===== src/rtl/edge_pkg.sv =====
// Shared constants and types for the edge-detection front end.
package edge_pkg;

   localparam int unsigned STRIP_LEN = 20;
   localparam int unsigned OUT_LEN   = 16;
   localparam int unsigned TAPS      = 5;

   typedef logic [7:0] pixel_t;

   typedef enum logic [2:0] {
      IDLE    = 3'd0,
      FETCH   = 3'd1,
      PRESENT = 3'd2,
      HOLD    = 3'd3,
      DONE    = 3'd4
   } fetch_state_type;

endpackage


===== src/rtl/flex_counter.sv =====
// Up-counter with synchronous clear that wraps to zero after reaching rollover_val.
module flex_counter #(
   parameter int unsigned NUM_CNT_BITS = 4
) (
   input  logic                    clk,
   input  logic                    n_rst,
   input  logic                    clear,
   input  logic                    count_enable,
   input  logic [NUM_CNT_BITS-1:0] rollover_val,
   output logic [NUM_CNT_BITS-1:0] count_out,
   output logic                    rollover_flag
);

   logic [NUM_CNT_BITS-1:0] count_q, count_d;

   always_comb begin
      count_d = count_q;
      if (clear) begin
         count_d = '0;
      end else if (count_enable) begin
         count_d = (count_q == rollover_val) ? '0 : count_q + 1'b1;
      end
   end

   always_ff @(posedge clk) begin
      if (!n_rst) begin
         count_q <= '0;
      end else begin
         count_q <= count_d;
      end
   end

   assign count_out     = count_q;
   assign rollover_flag = (count_q == rollover_val);

endmodule


===== src/rtl/window_fetcher.sv =====
// Fetches 20-row vertical pixel strips column by column and presents them to a blur stage.
// WINDOW_FETCHER_BORDER_CLAMP_EN: clamp out-of-image rows instead of substituting zero.
module window_fetcher
   import edge_pkg::*;
#(
   parameter int unsigned IMG_WIDTH  = 640,
   parameter int unsigned IMG_HEIGHT = 480,
   parameter logic [31:0] BASE_ADDR  = 32'd0
) (
   input  logic                          clk,
   input  logic                          n_rst,
   input  logic                          start,
   output logic [31:0]                   mem_addr,
   output logic                          mem_read,
   input  logic [7:0]                    mem_rdata,
   input  logic                          mem_ready,
   output logic                          anchor_moving,
   output logic [31:0]                   anchor_x,
   output logic [31:0]                   anchor_y,
   output logic [STRIP_LEN-1:0][7:0]     blur_in,
   input  logic                          blur_final,
   output logic                          frame_done
);

   localparam logic [31:0]        X_LAST   = 32'(IMG_WIDTH - 1);
   localparam logic [31:0]        Y_LAST   = 32'(IMG_HEIGHT - OUT_LEN);
   localparam logic signed [32:0] HEIGHT_S = 33'(IMG_HEIGHT);

   fetch_state_type state_q, state_d;
   logic [31:0] ax_q, ax_d, ay_q, ay_d;
   logic [STRIP_LEN-1:0][7:0] stage_q, stage_d, blur_q, blur_d;

   logic [4:0]         k;
   logic               k_last;
   logic signed [32:0] row_raw;
   logic [31:0]        row_eff;
   logic               in_range, rd_ok, step;
   pixel_t             pix;

   // Row relative to the strip anchor; two rows of context above the first output row.
   assign row_raw  = $signed({1'b0, ay_q}) + $signed({28'd0, k}) - 33'sd2;
   assign in_range = !row_raw[32] && (row_raw < HEIGHT_S);

`ifdef WINDOW_FETCHER_BORDER_CLAMP_EN
   always_comb begin
      if (row_raw[32]) begin
         row_eff = '0;
      end else if (!in_range) begin
         row_eff = 32'(IMG_HEIGHT - 1);
      end else begin
         row_eff = row_raw[31:0];
      end
   end
   assign rd_ok = 1'b1;
`else
   assign row_eff = row_raw[31:0];
   assign rd_ok   = in_range;
`endif

   assign mem_read = (state_q == FETCH) && rd_ok;
   assign mem_addr = mem_read ? (BASE_ADDR + row_eff * 32'(IMG_WIDTH) + ax_q) : 32'd0;
   // Skipped rows advance immediately and contribute a zero pixel.
   assign step     = (state_q == FETCH) && (!mem_read || mem_ready);
   assign pix      = mem_read ? mem_rdata : 8'd0;

   flex_counter #(
      .NUM_CNT_BITS (5)
   ) u_k_cnt (
      .clk           (clk),
      .n_rst         (n_rst),
      .clear         (state_q == IDLE),
      .count_enable  (step),
      .rollover_val  (5'(STRIP_LEN - 1)),
      .count_out     (k),
      .rollover_flag (k_last)
   );

   always_comb begin
      state_d = state_q;
      ax_d    = ax_q;
      ay_d    = ay_q;
      stage_d = stage_q;
      blur_d  = blur_q;
      case (state_q)
         IDLE: begin
            if (start) begin
               state_d = FETCH;
               ax_d    = '0;
               ay_d    = '0;
            end
         end
         FETCH: begin
            if (step) begin
               stage_d[k] = pix;
               if (k_last) begin
                  blur_d  = stage_d;
                  state_d = PRESENT;
               end
            end
         end
         PRESENT: state_d = HOLD;
         HOLD: begin
            if (blur_final) begin
               if (ax_q != X_LAST) begin
                  ax_d    = ax_q + 32'd1;
                  state_d = FETCH;
               end else if (ay_q != Y_LAST) begin
                  ax_d    = '0;
                  ay_d    = ay_q + 32'(OUT_LEN);
                  state_d = FETCH;
               end else begin
                  state_d = DONE;
               end
            end
         end
         DONE:    state_d = IDLE;
         default: state_d = IDLE;
      endcase
   end

   always_ff @(posedge clk) begin
      if (!n_rst) begin
         state_q <= IDLE;
         ax_q    <= '0;
         ay_q    <= '0;
         stage_q <= '0;
         blur_q  <= '0;
      end else begin
         state_q <= state_d;
         ax_q    <= ax_d;
         ay_q    <= ay_d;
         stage_q <= stage_d;
         blur_q  <= blur_d;
      end
   end

   assign anchor_moving = (state_q == PRESENT);
   assign frame_done    = (state_q == DONE);
   assign anchor_x      = ax_q;
   assign anchor_y      = ay_q;
   assign blur_in       = blur_q;

endmodule


===== config.mk =====
export PLATFORM = sky130hd
export DESIGN_NAME = window_fetcher
export DESIGN_NICKNAME = d
export VERILOG_FILES = /design/src/rtl/edge_pkg.sv /design/src/rtl/flex_counter.sv /design/src/rtl/window_fetcher.sv
export SDC_FILE = /design/constraint.sdc
export NUM_CORES = 1
export LEC_CHECK = 0
export BUFFER_PORTS_ARGS = -buffer_cell sky130_fd_sc_hd__buf_2
export CAP_MARGIN = 0
export CORE_ASPECT_RATIO = 0.9
export CORE_MARGIN = 2
export CORE_UTILIZATION = 59
export DETAILED_ROUTE_END_ITERATION = 16
export PLACE_DENSITY = 0.81
export SLEW_MARGIN = 0
export SYNTH_ARGS = -nofsm -noshare
export SYNTH_HDL_FRONTEND = slang
export SYNTH_SLANG_ARGS = --single-unit

===== constraint.sdc =====
create_clock -name clk -period 8.6 [get_ports clk]
set_clock_uncertainty 0.2 [all_clocks]
set_input_delay 0.86 -clock clk [delete_from_list [all_inputs] [get_ports clk]]
set_output_delay 0.86 -clock clk [all_outputs]
set_load 0.1 [all_outputs]

* After elaboration in Yosys (flattened, before gate mapping)
Index checks and enable logic that the tools add are counted.
** Storage, ports and cells
- Bits in registers :: 392
- Output and inout bits :: 259
- Logic and storage cells :: 106
** Operators by class
- $add $sub $neg :: 6
- Multipliers :: 1
- $lt $le $gt $ge :: 3
- Equal/unequal tests :: 14
- Mux-type cells :: 22
- Bitwise logic cells :: 1
- Reduce and logical (&&, ||, !) cells :: 15
** Operator list (count)
- 32-bit 2-to-1 mux :: 8
- 160-bit bitwise mux :: 1
- 32-bit case mux with 2 select lines :: 2
- 8-bit demux with 5-bit select :: 1
- 32-bit by 5-bit adder with 33-bit output :: 1
- 33-bit by 10-bit less-than comparator with 1-bit output (second input constant) :: 1
- 33-bit by 3-bit subtractor with 33-bit output (second input constant) :: 1
- 32-bit by 1-bit adder with 32-bit output (second input constant) :: 1
- 32-bit adder :: 1
- 32-bit by 5-bit adder with 32-bit output (second input constant) :: 1
- 32-bit by 3-bit multiplier with 25-bit output (second input constant) :: 1
- 32-bit by 10-bit inequality test with 1-bit output (second input constant) :: 1
- 32-bit by 9-bit inequality test with 1-bit output (second input constant) :: 1
- 3-bit 2-to-1 mux :: 6
- 8-bit 2-to-1 mux :: 2
- 2-bit inequality test (second input constant) :: 6
- 3-bit case mux with 4 select lines :: 1
- 4-bit AND reduction :: 2
- 3-bit by 2-bit == test with 1-bit output (second input constant) :: 2
- 5-bit by 6-bit less-than comparator with 1-bit output (second input constant) :: 1
- 5-bit by 1-bit adder with 5-bit output (second input constant) :: 1
- 5-bit == test (second input constant) :: 1
- 5-bit by 1-bit greater-or-equal comparator with 1-bit output (second input constant) :: 1
- 5-bit 2-to-1 mux :: 1
- 13 further kinds :: 17

* Longest topological paths before layout
Gate-level depths: netlist of run 1.
- Word-level depth :: 10
- Depth in mapped cells :: 30
- Gate-level depth less buffers :: 29

* Cells and area by module
From an unflattened synthesis of run 1, not the netlist that was laid out.
** Unflattened totals
- Cell total of the unflattened synthesis :: 2710
- Area total of the unflattened synthesis :: 21782.1 um^2
** By module, submodules not included
- window_fetcher :: instances 1, cells each 2680, area each 21475.6 um^2, seq. area each 7667.4 um^2
- flex_counter :: instances 1, cells each 30, area each 306.5 um^2, seq. area each 100.1 um^2

* Least setup slack after synthesis of run 1
OpenSTA, ideal clock, no wires.
- Path type :: register -> output
- Start point :: reg ay_q[4] (netlist: anchor_y[4])
- End point :: out mem_addr[26]
- Arrival :: 7.739 ns
- Setup slack :: -0.199 ns
- Stages on the path, launching flop included :: 25
- Buffers on the path :: 0
- Cell sequence :: dfxtp_1 > inv_1 > ha_1 > inv_1 > ha_1 > nand2_1 > nor3_1 > o21ai_1 > a21boi_0 > nor2_1 > ha_1 > ha_1 > a21o_1 > a21oi_1 > a21boi_0 > a31oi_1 > a21o_1 > a21oi_1 > xnor2_1 > ha_1 > o31ai_1 > a311oi_1 > o21ai_0 > a21boi_0 > a211oi_1
** Between the ends
- Cells in the longest elaborated chain, start to end :: 6
- Elaborated cells between the ends (all ways) :: 9
** Ends and longest elaborated chain
- start: declaration :: line window_fetcher.sv:30 : logic [31:0] ax_q, ax_d, ay_q, ay_d;
- start signal: assignment :: line window_fetcher.sv:131 : ay_q <= ay_d;
- 32-bit by 5-bit adder with 33-bit output (*) :: line window_fetcher.sv:41 : assign row_raw = $signed({1'b0, ay_q}) + $signed({28'd0, k}) - 33'sd2;
- 33-bit by 3-bit subtractor with 33-bit output (*) :: line window_fetcher.sv:41
- parallel branches: the longest is 3 deep, another holds 32-bit by 3-bit multiplier with 25-bit output
- 32-bit 2-to-1 mux (*) :: line window_fetcher.sv:61 : assign mem_addr = mem_read ? (BASE_ADDR + row_eff * 32'(IMG_WIDTH) + ax_q) : 32'd0;
- end: declaration :: line window_fetcher.sv:13 : output logic [31:0] mem_addr,
Every way passes the cells marked *.

* Worst setup path in the final report of run 1
- Start point :: reg u_k_cnt.count_q[4] (netlist: u_k_cnt.count_out[4])
- End point :: out mem_addr[31]
** Between the ends
- Cells in the longest elaborated chain, start to end :: 6
- Elaborated cells between the ends (all ways) :: 9
** Ends and longest elaborated chain
- start: declaration :: line flex_counter.sv:14 : logic [NUM_CNT_BITS-1:0] count_q, count_d;
- start signal: assignment :: line flex_counter.sv:29 : count_q <= count_d;
- 32-bit by 5-bit adder with 33-bit output (*) :: line window_fetcher.sv:41
- 33-bit by 3-bit subtractor with 33-bit output (*) :: line window_fetcher.sv:41
- parallel branches: the longest is 3 deep, another holds 32-bit by 3-bit multiplier with 25-bit output
- 32-bit 2-to-1 mux (*) :: line window_fetcher.sv:61
Marks and branches as above.

==> summary.md, run 1 <==
| Metric | Value |
|---|---|
| I/O Buffers | `around 270` |
| Gr usage total | `32.9%` |
| Die X | `between 200 and 250 um` |
| Cells after Synth | `roughly 2,500` |
| Slew Viols, Final | `0` |
| # IOs | `approximately 270` |
| Latest clock arrival within the worst-skew pair | `between 500 and 600 ps` |
| Avg Inst Size Synth | `about 8.9 um^2` |
| Post-Place Cells | `3,122` |
| P_leak | `around 12 nW` |
| Setup violations, final | `0` |
| FILL cells | `~3,100` |
| Final ANT Viol Nets | `0` |
| Setup TNS | `0 ps` |
| Post-route setup slack | `575 ps` |
| Crit path kind | `reg -> out` |
| Vias | `20,300` |
| DP HPWL | `between 40 and 50 mm` |
| Final instance area | `approximately 25,000 um^2` |
| Grt total ovfl | `0` |
| Crit path arrival time | `6970 ps` |
| Worst min-delay path class | `reg -> reg` |
| Initial antenna violation count | `6` |
| Worst Path Required | `around 7500 ps` |
| Most frequent cells in the layout | `dfxtp_1 (388), mux2i_1 (322), buf_2 (263)` |
| Run status | `finished, final reports clean` |
| FF+latch count, synth | `~390` |
| Cell Area, Placed | `about 24,000 um^2` |
| Max incr delay on CP | `a little under 500 ps` |
| Library cells used by synthesis | `94` |
| Fin cells | `roughly 3,200` |
| Post-synth top area share | `roughly 34%` |
| Min Tclk post-route | `8030 ps` |
| Post-Route WL | `about 68 mm` |
| Worst slew margin | `19.5%` |
| Core Region | `between 30,000 and 40,000 um^2` |
| Largest net degree at the start of global routing | `~220` |
| Worst slew pin tran | `about 1200 ps` |
| Startpoint types | `flop` |
| Synth Flop Type | `dfxtp_1` |
| Routed len/inst | `approximately 21 um` |
| Die area | `between 30,000 and 40,000 um^2` |
| H-Tree Depth | `2` |
| Post-synthesis cell area | `approximately 23,000 um^2` |
| Max Cap Viol | `0` |
| Final net count | `around 2,800` |
| Place WS | `716 ps` |
| CTS sink cnt | `between 300 and 400` |
| Final GP Congestion | `1.00` |
| Synth top area cells | `dfxtp_1 (34%), mux2i_1 (14%), ha_1 (7.5%), o311ai_1 (6.0%), nand2_1 (4.1%)` |
| Crit share post-route | `between 90% and 100%` |
| Top delay family on crit path | `compound AO/OA/AOI/OAI gates` |
| CTS tree | `built` |
| Cts bufs inserted | `between 40 and 50` |
| Initial cell density of the core | `around three fifths` |
| Asr flop ratio synth | `0%` |
| Clk pin slew, worst setup/hold paths | `approximately 60 ps` |
| RSZ-0062 raised after global routing | `no` |
| Row Count | `68` |
| Vias in the first global route | `19,000` |
| Clock tree buffer depth | `3` |
| Total Power | `between 4 and 5 mW` |
| Die Ht | `between 150 and 200 um` |
| Buf/Inv on CP | `3` |
| Max Clk Rate | `~0.12 GHz` |
| Final Hold Fails | `0` |
| Biggest area consumer among synthesized cells | `dfxtp_1` |
| Vias per cell | `6.35` |
| CTS root buf | `clkbuf_16` |
| DRC | `0` |
| Post-synth EDFFs | `0` |
| Max IR drop VDD | `0.150 mV` |
| Pwr Density | `around 170 nW/um^2` |
| Syn-to-layout area delta | `11.8%` |
| Fin util | `66.4%` |
| Critical-path top delay cell | `dfxtp_1` |
| Hold_buf cts | `0` |
| Hold_ws | `261 ps` |
| Cell with the most instances on the worst path | `ha_1` |
| Share of layout cells above drive strength 1 | `between 10% and 20%` |
| Reg-to-reg slack, setup | `around 2400 ps` |
| DR iter-0 viols | `2,400` |
| First-pass DRT Iterations | `6` |
| First-pass GRT wire length | `105 mm` |
| Commonest non-fill, non-tap cell in the layout | `dfxtp_1` |
| Sequential cell area fraction in the yosys report | `about 34%` |
| Endpoint class of the critical path | `primary output` |
| Crit path max fanout | `8` |
| Synth warn | `0` |
==> worst reg2reg max path: stages (launching register included) <==
cell       delay (ps)
dfxtp_1           490
inv_1             130
ha_1              290
inv_1              40
ha_1              330
o21ai_0           220
a21oi_2           110
o21ai_2           380
a21oi_1           160
xnor2_1           560
and2_1            340
nor4bb_1          300
nand4bb_1         710
nor3_2           1060
buf_4             430
mux2i_1           170
o21ai_1           160
==> kinds of logic after synthesis <==
group	Yosys count	share of synthesized area (%)
compound gates	597	18.0
xor+xnor	104	4.06
fa+ha+maj	138	7.74
buf+inv	303	6.63
flops	388	34.4
mux	324	14.4
other cells	1	0.0166
simple gates	686	14.9
==> Yosys cell counts, types with 8 or more instances <==
cell type,instances
and2_1,18
buf_4,12
a21o_1,18
inv_1,95
nor3_1,53
nand3_1,34
dfxtp_1,388
or3_1,41
nand4_1,25
nand2b_1,20
ha_1,135
o21ai_0,51
clkbuf_2,14
a211oi_1,10
a21oi_1,85
xnor2_1,79
nand2_1,247
buf_2,23
o21ai_1,168
o311ai_1,156
buf_6,36
mux2i_1,322
nor4_1,18
clkbuf_1,116
xor2_1,24
and3_1,12
o21a_1,9
nor2_1,144
a31oi_1,11
a21boi_0,8
or2_2,11
nor2b_1,19
==> final cells by class <==
cell class	count	area [um^2]	share of cell area, %
well taps	490	613	2.43
inverters	96	360	1.43
clock inverters	21	298	1.18
repair buffers	294	1570	6.21
flip-flops and latches	388	7770	30.7
diodes	6	15.0	0.0594
multi-input cells	1854	13500	53.4
clock buffers	55	1160	4.60
==> registers in the layout, summed over array words and instances, names as in the netlist <==
| register | count |
|---|---|
| anchor_x | 32 |
| anchor_y | 28 |
| stage_q | 160 |
| u_k_cnt.count_out | 5 |
| state_q | 3 |
| blur_in | 160 |
==> metal layers <==
metal | routed length (um) | vias to the layer above | track usage (%)
met5 | 0 | - | 0
met4 | 2050 | 0 | 11.1
met3 | 6240 | 120 | 7.35
met2 | 29300 | 934 | 49.1
met1 | 30400 | 9803 | 47.0
li1 | - | 9483 | -
==> final timing paths <==
path,from,end,cells after the start
setup / recovery,u_k_cnt.count_out[4]$_SDFFE_PP0P_,mem_addr[31],28
setup reg to reg,u_k_cnt.count_out[4]$_SDFFE_PP0P_,blur_in[154]$_SDFFE_PN0P_,16
hold reg to reg,stage_q[86]$_SDFFE_PN0P_,stage_q[86]$_SDFFE_PN0P_,2
hold / removal,stage_q[86]$_SDFFE_PN0P_,stage_q[86]$_SDFFE_PN0P_,2
==> power breakdown <==
group / total (mW) / switching (mW) / internal (mW)
Clock: 1.92 / 0.784 / 1.14
Sequential: 1.80 / 0.00471 / 1.80
Combinational: 0.507 / 0.328 / 0.179
Total: 4.24 / 1.12 / 3.12
==> what timing repair did <==
item                       in CTS  in global routing
hold endpoints to repair        0                  0
setup endpoints to repair       0                  6
buffers inserted                0                  0
resized for setup               0                 13
Power figures use the tool's default switching activity.
==> run 2, diff against run 1 <==
CORE_MARGIN = 4   (was 2)
==> summary.md, run 2 (synthesized netlist as in run 1, its figures left out) <==
| Metric | Value |
|---|---|
| Run status | `finished, final reports clean` |
| Share of layout cells above drive strength 1 | `15.3% (-0.20 points)` |
| Reg2reg start | `anchor_y[24]$_SDFFE_PN0P_` |
| Startpoint types | `flop` |
| Crit path max fanout | `8 (unchanged)` |
| Most frequent cells in the layout | `dfxtp_1 (388), mux2i_1 (322), buf_2 (264)` |
| Worst setup path endpoint | `mem_addr[31]` |
| Commonest non-fill, non-tap cell in the layout | `dfxtp_1` |
| H-Tree Depth | `2 (unchanged)` |
| Worst min-delay path class | `reg -> reg` |
| Crit path kind | `reg -> out` |
| Reg-to-reg slack, setup | `2290 ps (-140 ps)` |
| Place WS | `775 ps (+59.5 ps)` |
| First-pass DRT Iterations | `5 (-1)` |
| Critical-path top delay cell | `dfxtp_1` |
| Worst slew pin tran | `1210 ps (+2.30 ps)` |
| Setup violations, final | `0 (unchanged)` |
| Cts bufs inserted | `40 (-4.8%)` |
| Vias in the first global route | `19,400 (+2.0%)` |
| Max Clk Rate | `0.123 GHz (-1.5%)` |
| Hold_buf cts | `0 (unchanged)` |
| Worst slew margin | `19.3% (-0.18 points)` |
| DR iter-0 viols | `2,385 (-0.63%)` |
| Setup bufs post-CTS | `0 (unchanged)` |
| Core Region | `37,600 um^2 (-1.3%)` |
| Die X | `214 um (+1.9%)` |
| Final instance area | `25,100 um^2 (-0.53%)` |
| Initial cell density of the core | `60.2% (+0.75 points)` |
| Final GP Congestion | `0.987 (-1.7%)` |
| Reg area | `7770 um^2 (unchanged)` |
| Vias per cell | `6.46 (+1.8%)` |
| Final net count | `2,826 (-0.035%)` |
| Vias | `20,600 (+1.3%)` |
| Latest clock arrival within the worst-skew pair | `560 ps (-30 ps)` |
| I/O Buffers | `267 (unchanged)` |
| DRC | `0 (unchanged)` |
| Clock tree buffer depth | `3 (unchanged)` |
| Post-Route WL | `68.5 mm (+0.82%)` |
| Clk pin slew, worst setup/hold paths | `60 ps (about the same)` |
| Max incr delay on CP | `490 ps (about the same)` |
| Cell Area, Placed | `23,700 um^2 (about the same)` |
| Cell with the most instances on the worst path | `ha_1` |
| P_leak | `12.1 nW (-0.35%)` |
| Max Cap Viol | `0 (unchanged)` |
| CTS root buf | `clkbuf_16` |
| First-pass GRT wire length | `108 mm (+2.2%)` |
| CTS sink cnt | `388 (unchanged)` |
| Final ANT Viol Nets | `0 (unchanged)` |
| Post-route setup slack | `450 ps (-125 ps)` |
| Pwr Density | `165 nW/um^2 (-1.9%)` |
| Gr usage total | `31.2% (-1.8 points)` |
| # IOs | `272 (unchanged)` |
| Min Tclk post-route | `8150 ps (+125 ps)` |
| Die Ht | `194 um (+2.1%)` |
| Routed len/inst | `21.5 um (+1.3%)` |
| FILL cells | `3,030 (-0.79%)` |
| Endpoint class of the critical path | `primary output` |
| Initial antenna violation count | `4 (-2)` |
| Grt total ovfl | `0 (unchanged)` |
| Crit share post-route | `94.8% (+1.5 points)` |
| Critical path origin | `u_k_cnt.count_out[4]$_SDFFE_PP0P_` |
| Hold_ws | `261 ps (-0.0730 ps)` |
| CTS tree | `built` |
| Worst Path Required | `7540 ps (about the same)` |
| Length in cells of the worst reg-to-reg path | `14 (-2)` |
| Area of the multi-input gates | `13,500 um^2 (-0.11%)` |
| Row Count | `67 (-1.5%)` |
| DP HPWL | `47.5 mm (+2.0%)` |
| Die area | `41,500 um^2 (+4.1%)` |
| Max IR drop VDD | `0.125 mV (-17%)` |
| Slew Viols, Final | `0 (unchanged)` |
| Reg2reg end | `blur_in[122]$_SDFFE_PN0P_` |
| Fin util | `66.9% (+0.48 points)` |
| Syn-to-layout area delta | `11.2%` |
| HP Start | `stage_q[76]$_SDFFE_PN0P_` |
| Crit path arrival time | `7090 ps (+120 ps)` |
| Final Hold Fails | `0 (unchanged)` |
| Largest net degree at the start of global routing | `207 (-4.2%)` |
| CTS resizes | `0 (unchanged)` |
-- run 2: changes by cell type in the layout (fill, tap and decap cells not counted), sizes merged --
cell,before,now
clkbuf,58,59
buf,291,293
bufinv,6,4
inv,96,100
clkinvlp,2,0
diode,6,2
clkinv,13,6
-- run 2: final cells by class --
class / instances / area share [%]
Multi-Input combinational cell: 1854 / 53.6
Antenna cell: 2 / 0.0199
Clock buffer: 57 / 4.64
Clock inverter: 14 / 0.747
Timing Repair Buffer: 295 / 6.26
Tap cell: 483 / 2.41
Inverter: 96 / 1.43
Sequential cell: 388 / 30.9
-- run 2: worst min path at each step --
| stage | to | slack (ps) | cells past startpoint |
|---|---|---|---|
| 2_1_floorplan | stage_q[0]$_SDFFE_PN0P_ | 240 | 2 |
| 3_3_place_gp | stage_q[72]$_SDFFE_PN0P_ | 250 | 2 |
| 3_5_place_dp | stage_q[20]$_SDFFE_PN0P_ | 250 | 2 |
| 4_1_cts | stage_q[125]$_SDFFE_PN0P_ | 260 | 2 |
| 5_1_grt | stage_q[102]$_SDFFE_PN0P_ | 280 | 2 |
| 6_report | stage_q[76]$_SDFFE_PN0P_ | 260 | 2 |
-- run 2: report_power, final --
part	switching (mW)	internal [mW]
logic	0.332	0.179
clock network	0.750	1.07
registers	0.00440	1.80
total	1.09	3.05
-- run 2: critical path: cells and delay by family, from the launching register on --
| family | cells | cell delay [ps] |
|---|---|---|
| AO/OA/AOI/OAI | 10 | 2210 |
| XOR/XNOR | 3 | 340 |
| adder cells (fa/ha/maj) | 5 | 1450 |
| buffers and inverters | 3 | 500 |
| flip-flops | 1 | 490 |
| AND/OR/NAND/NOR | 7 | 1540 |
-- run 2: stage by stage --
step | cells | total power [mW] | setup TNS [ps]
2_1_floorplan | 2545 | 2.24 | 0
3_3_place_gp | 3116 | 2.32 | 0
3_5_place_dp | 3116 | 2.34 | 0
4_1_cts | 3187 | 4.13 | 0
5_1_grt | 3189 | 4.26 | -27.9
6_report | 3189 | 4.13 | 0
-- run 2: layer usage --
metal | share of wire, % | wire (um) | up-vias | track usage [%]
met1 | 44 | 30200 | 9988 | 45.2
met5 | 0.041 | 28 | - | 0
met2 | 43 | 29800 | 1008 | 47.0
met3 | 9.5 | 6500 | 135 | 6.10
li1 | - | - | 9472 | -
met4 | 2.8 | 1940 | 4 | 9.56
==> run 3, diff against run 2 <==
GPL_TIMING_DRIVEN = 0   (was not set)
==> summary.md, run 3 (synthesized netlist as in run 1, its figures left out) <==
| Metric | Value |
|---|---|
| Run status | `finished, final reports clean` |
| H-Tree Depth | `2 (unchanged)` |
| Max incr delay on CP | `490 ps (about the same)` |
| DR iter-0 viols | `2,415 (+1.3%)` |
| DP HPWL | `52.0 mm (+9.4%)` |
| Total Power | `4.14 mW (+0.21%)` |
| Vias | `21,300 (+3.4%)` |
| Final Hold Fails | `0 (unchanged)` |
| Vias per cell | `6.33 (-2.1%)` |
| Crit path arrival time | `7050 ps (-40 ps)` |
| Final net count | `3,004 (+6.3%)` |
| Endpoint class of the critical path | `primary output` |
| Largest net degree at the start of global routing | `16 (-92%)` |
| Reg-to-reg slack, setup | `3350 ps (+1060 ps)` |
| Vias in the first global route | `20,100 (+3.9%)` |
| CTS tree | `built` |
| Crit path kind | `reg -> out` |
| Die area | `41,500 um^2 (unchanged)` |
| Final instance area | `26,000 um^2 (+3.3%)` |
| I/O Buffers | `267 (unchanged)` |
| Initial antenna violation count | `2 (-2)` |
| Die Ht | `194 um (unchanged)` |
| Syn-to-layout area delta | `14.9%` |
| CTS sink cnt | `388 (unchanged)` |
| Clock tree buffer depth | `3 (unchanged)` |
| Post-Place Cells | `3,295 (+5.7%)` |
| Place WS | `478 ps (-297 ps)` |
| Crit path max fanout | `8 (unchanged)` |
| Reg area | `7770 um^2 (unchanged)` |
| Fin cells | `3,368 (+5.6%)` |
| Latest clock arrival within the worst-skew pair | `560 ps (about the same)` |
| Top delay family on crit path | `compound AO/OA/AOI/OAI gates` |
| Max Cap Viol | `0 (unchanged)` |
| Worst min-delay path class | `reg -> reg` |
| Startpoint types | `flop` |
| Critical-path top delay cell | `o311ai_4` |
| # IOs | `272 (unchanged)` |
| Core Region | `37,600 um^2 (unchanged)` |
| Post-route setup slack | `487 ps (+37.6 ps)` |
| Setup bufs post-CTS | `0 (unchanged)` |
| Hold_buf cts | `0 (unchanged)` |
| Final GP Congestion | `0.916 (-7.2%)` |
| Area of the multi-input gates | `13,400 um^2 (-0.43%)` |
| RSZ-0062 raised after global routing | `no` |
| Final ANT Viol Nets | `0 (unchanged)` |
| Buf/Inv on CP | `3 (unchanged)` |
| FILL cells | `2,944 (-2.8%)` |
| Min Tclk post-route | `8110 ps (-37.6 ps)` |
| Worst slew pin tran | `1380 ps (+173 ps)` |
| Commonest non-fill, non-tap cell in the layout | `dfxtp_1` |
| Slew Viols, Final | `0 (unchanged)` |
| Cell Area, Placed | `24,600 um^2 (+3.5%)` |
| Worst Path Required | `7540 ps (about the same)` |
| Initial cell density of the core | `60.2% (unchanged)` |
| Clk pin slew, worst setup/hold paths | `60 ps (about the same)` |
| Max Clk Rate | `0.123 GHz (+0.46%)` |
| Cell with the most instances on the worst path | `ha_1` |
| P_leak | `12.5 nW (+3.3%)` |
| CTS root buf | `clkbuf_16` |
| Setup TNS | `0 ps (unchanged)` |
| Most frequent cells in the layout | `dfxtp_1 (388), mux2i_1 (322), buf_2 (286)` |
| Gr usage total | `32.5% (+1.4 points)` |
| Grt total ovfl | `0 (unchanged)` |
| CTS resizes | `1 (+1)` |
| Die X | `214 um (unchanged)` |
| Post-Route WL | `71.6 mm (+4.6%)` |
| Worst slew margin | `7.44% (-12 points)` |
| Max IR drop VDD | `0.140 mV (+11%)` |
| Row Count | `67 (unchanged)` |
| DRC | `0 (unchanged)` |
| Cts bufs inserted | `40 (unchanged)` |
| Fin util | `69.1% (+2.2 points)` |
| Share of layout cells above drive strength 1 | `16.3% (+1.0 points)` |
| Routed len/inst | `21.3 um (-0.96%)` |
| Crit share post-route | `94.3% (-0.44 points)` |
| Hold_ws | `261 ps (+0.278 ps)` |
| First-pass GRT wire length | `112 mm (+3.7%)` |
| Pwr Density | `160 nW/um^2 (-3.0%)` |
| First-pass DRT Iterations | `6 (+1)` |
| Setup violations, final | `0 (unchanged)` |
[run 3: cell types whose count changed in the layout (fill, tap and decap cells not counted), sizes merged]
cell,delta
inv,-1
diode,-1
buf,+48
clkbuf,+125
clkinvlp,+3
clkinv,+5
[run 3: final timing paths]
| kind | endpoint | cells past startpoint | start |
|---|---|---|---|
| min reg2reg | stage_q[41]$_SDFFE_PN0P_ | 2 | stage_q[41]$_SDFFE_PN0P_ |
| min | stage_q[41]$_SDFFE_PN0P_ | 2 | stage_q[41]$_SDFFE_PN0P_ |
| max reg2reg | blur_in[69]$_SDFFE_PN0P_ | 17 | u_k_cnt.count_out[4]$_SDFFE_PP0P_ |
| max | mem_addr[31] | 27 | u_k_cnt.count_out[4]$_SDFFE_PP0P_ |
[run 3: metal layers]
| metal | wire length, um | vias to the layer above | part of all wire [%] | global-route usage, % |
|---|---|---|---|---|
| met1 | 31500 | 10200 | 44 | 46.7 |
| met3 | 6810 | 191 | 9.5 | 6.58 |
| met2 | 30600 | 1059 | 43 | 48.9 |
| met4 | 2700 | 2 | 3.8 | 11.0 |
| li1 | - | 9860 | - | - |
| met5 | 13 | - | 0.018 | 0 |
[run 3: cell type report]
type / instances / share of cell area, %
diodes: 1 / 0.00964
flip-flops and latches: 388 / 29.9
clock buffers: 52 / 4.27
well taps: 483 / 2.33
repair buffers: 267 / 5.19
inverters: 96 / 1.39
plain buffers: 206 / 4.37
clock inverters: 21 / 0.906
multi-input cells: 1854 / 51.6
[run 3: tightest hold or removal path: stages, from the launching register on]
cell and delay [ps]:
dfxtp_1 310, nand2_1 50, mux2i_1 60
[run 3: power by group]
part / leakage (nW) / switching [mW] / internal, mW
sequential: 3.12 / 0.00250 / 1.80
combinational: 8.68 / 0.345 / 0.187
clock: 0.658 / 0.769 / 1.04
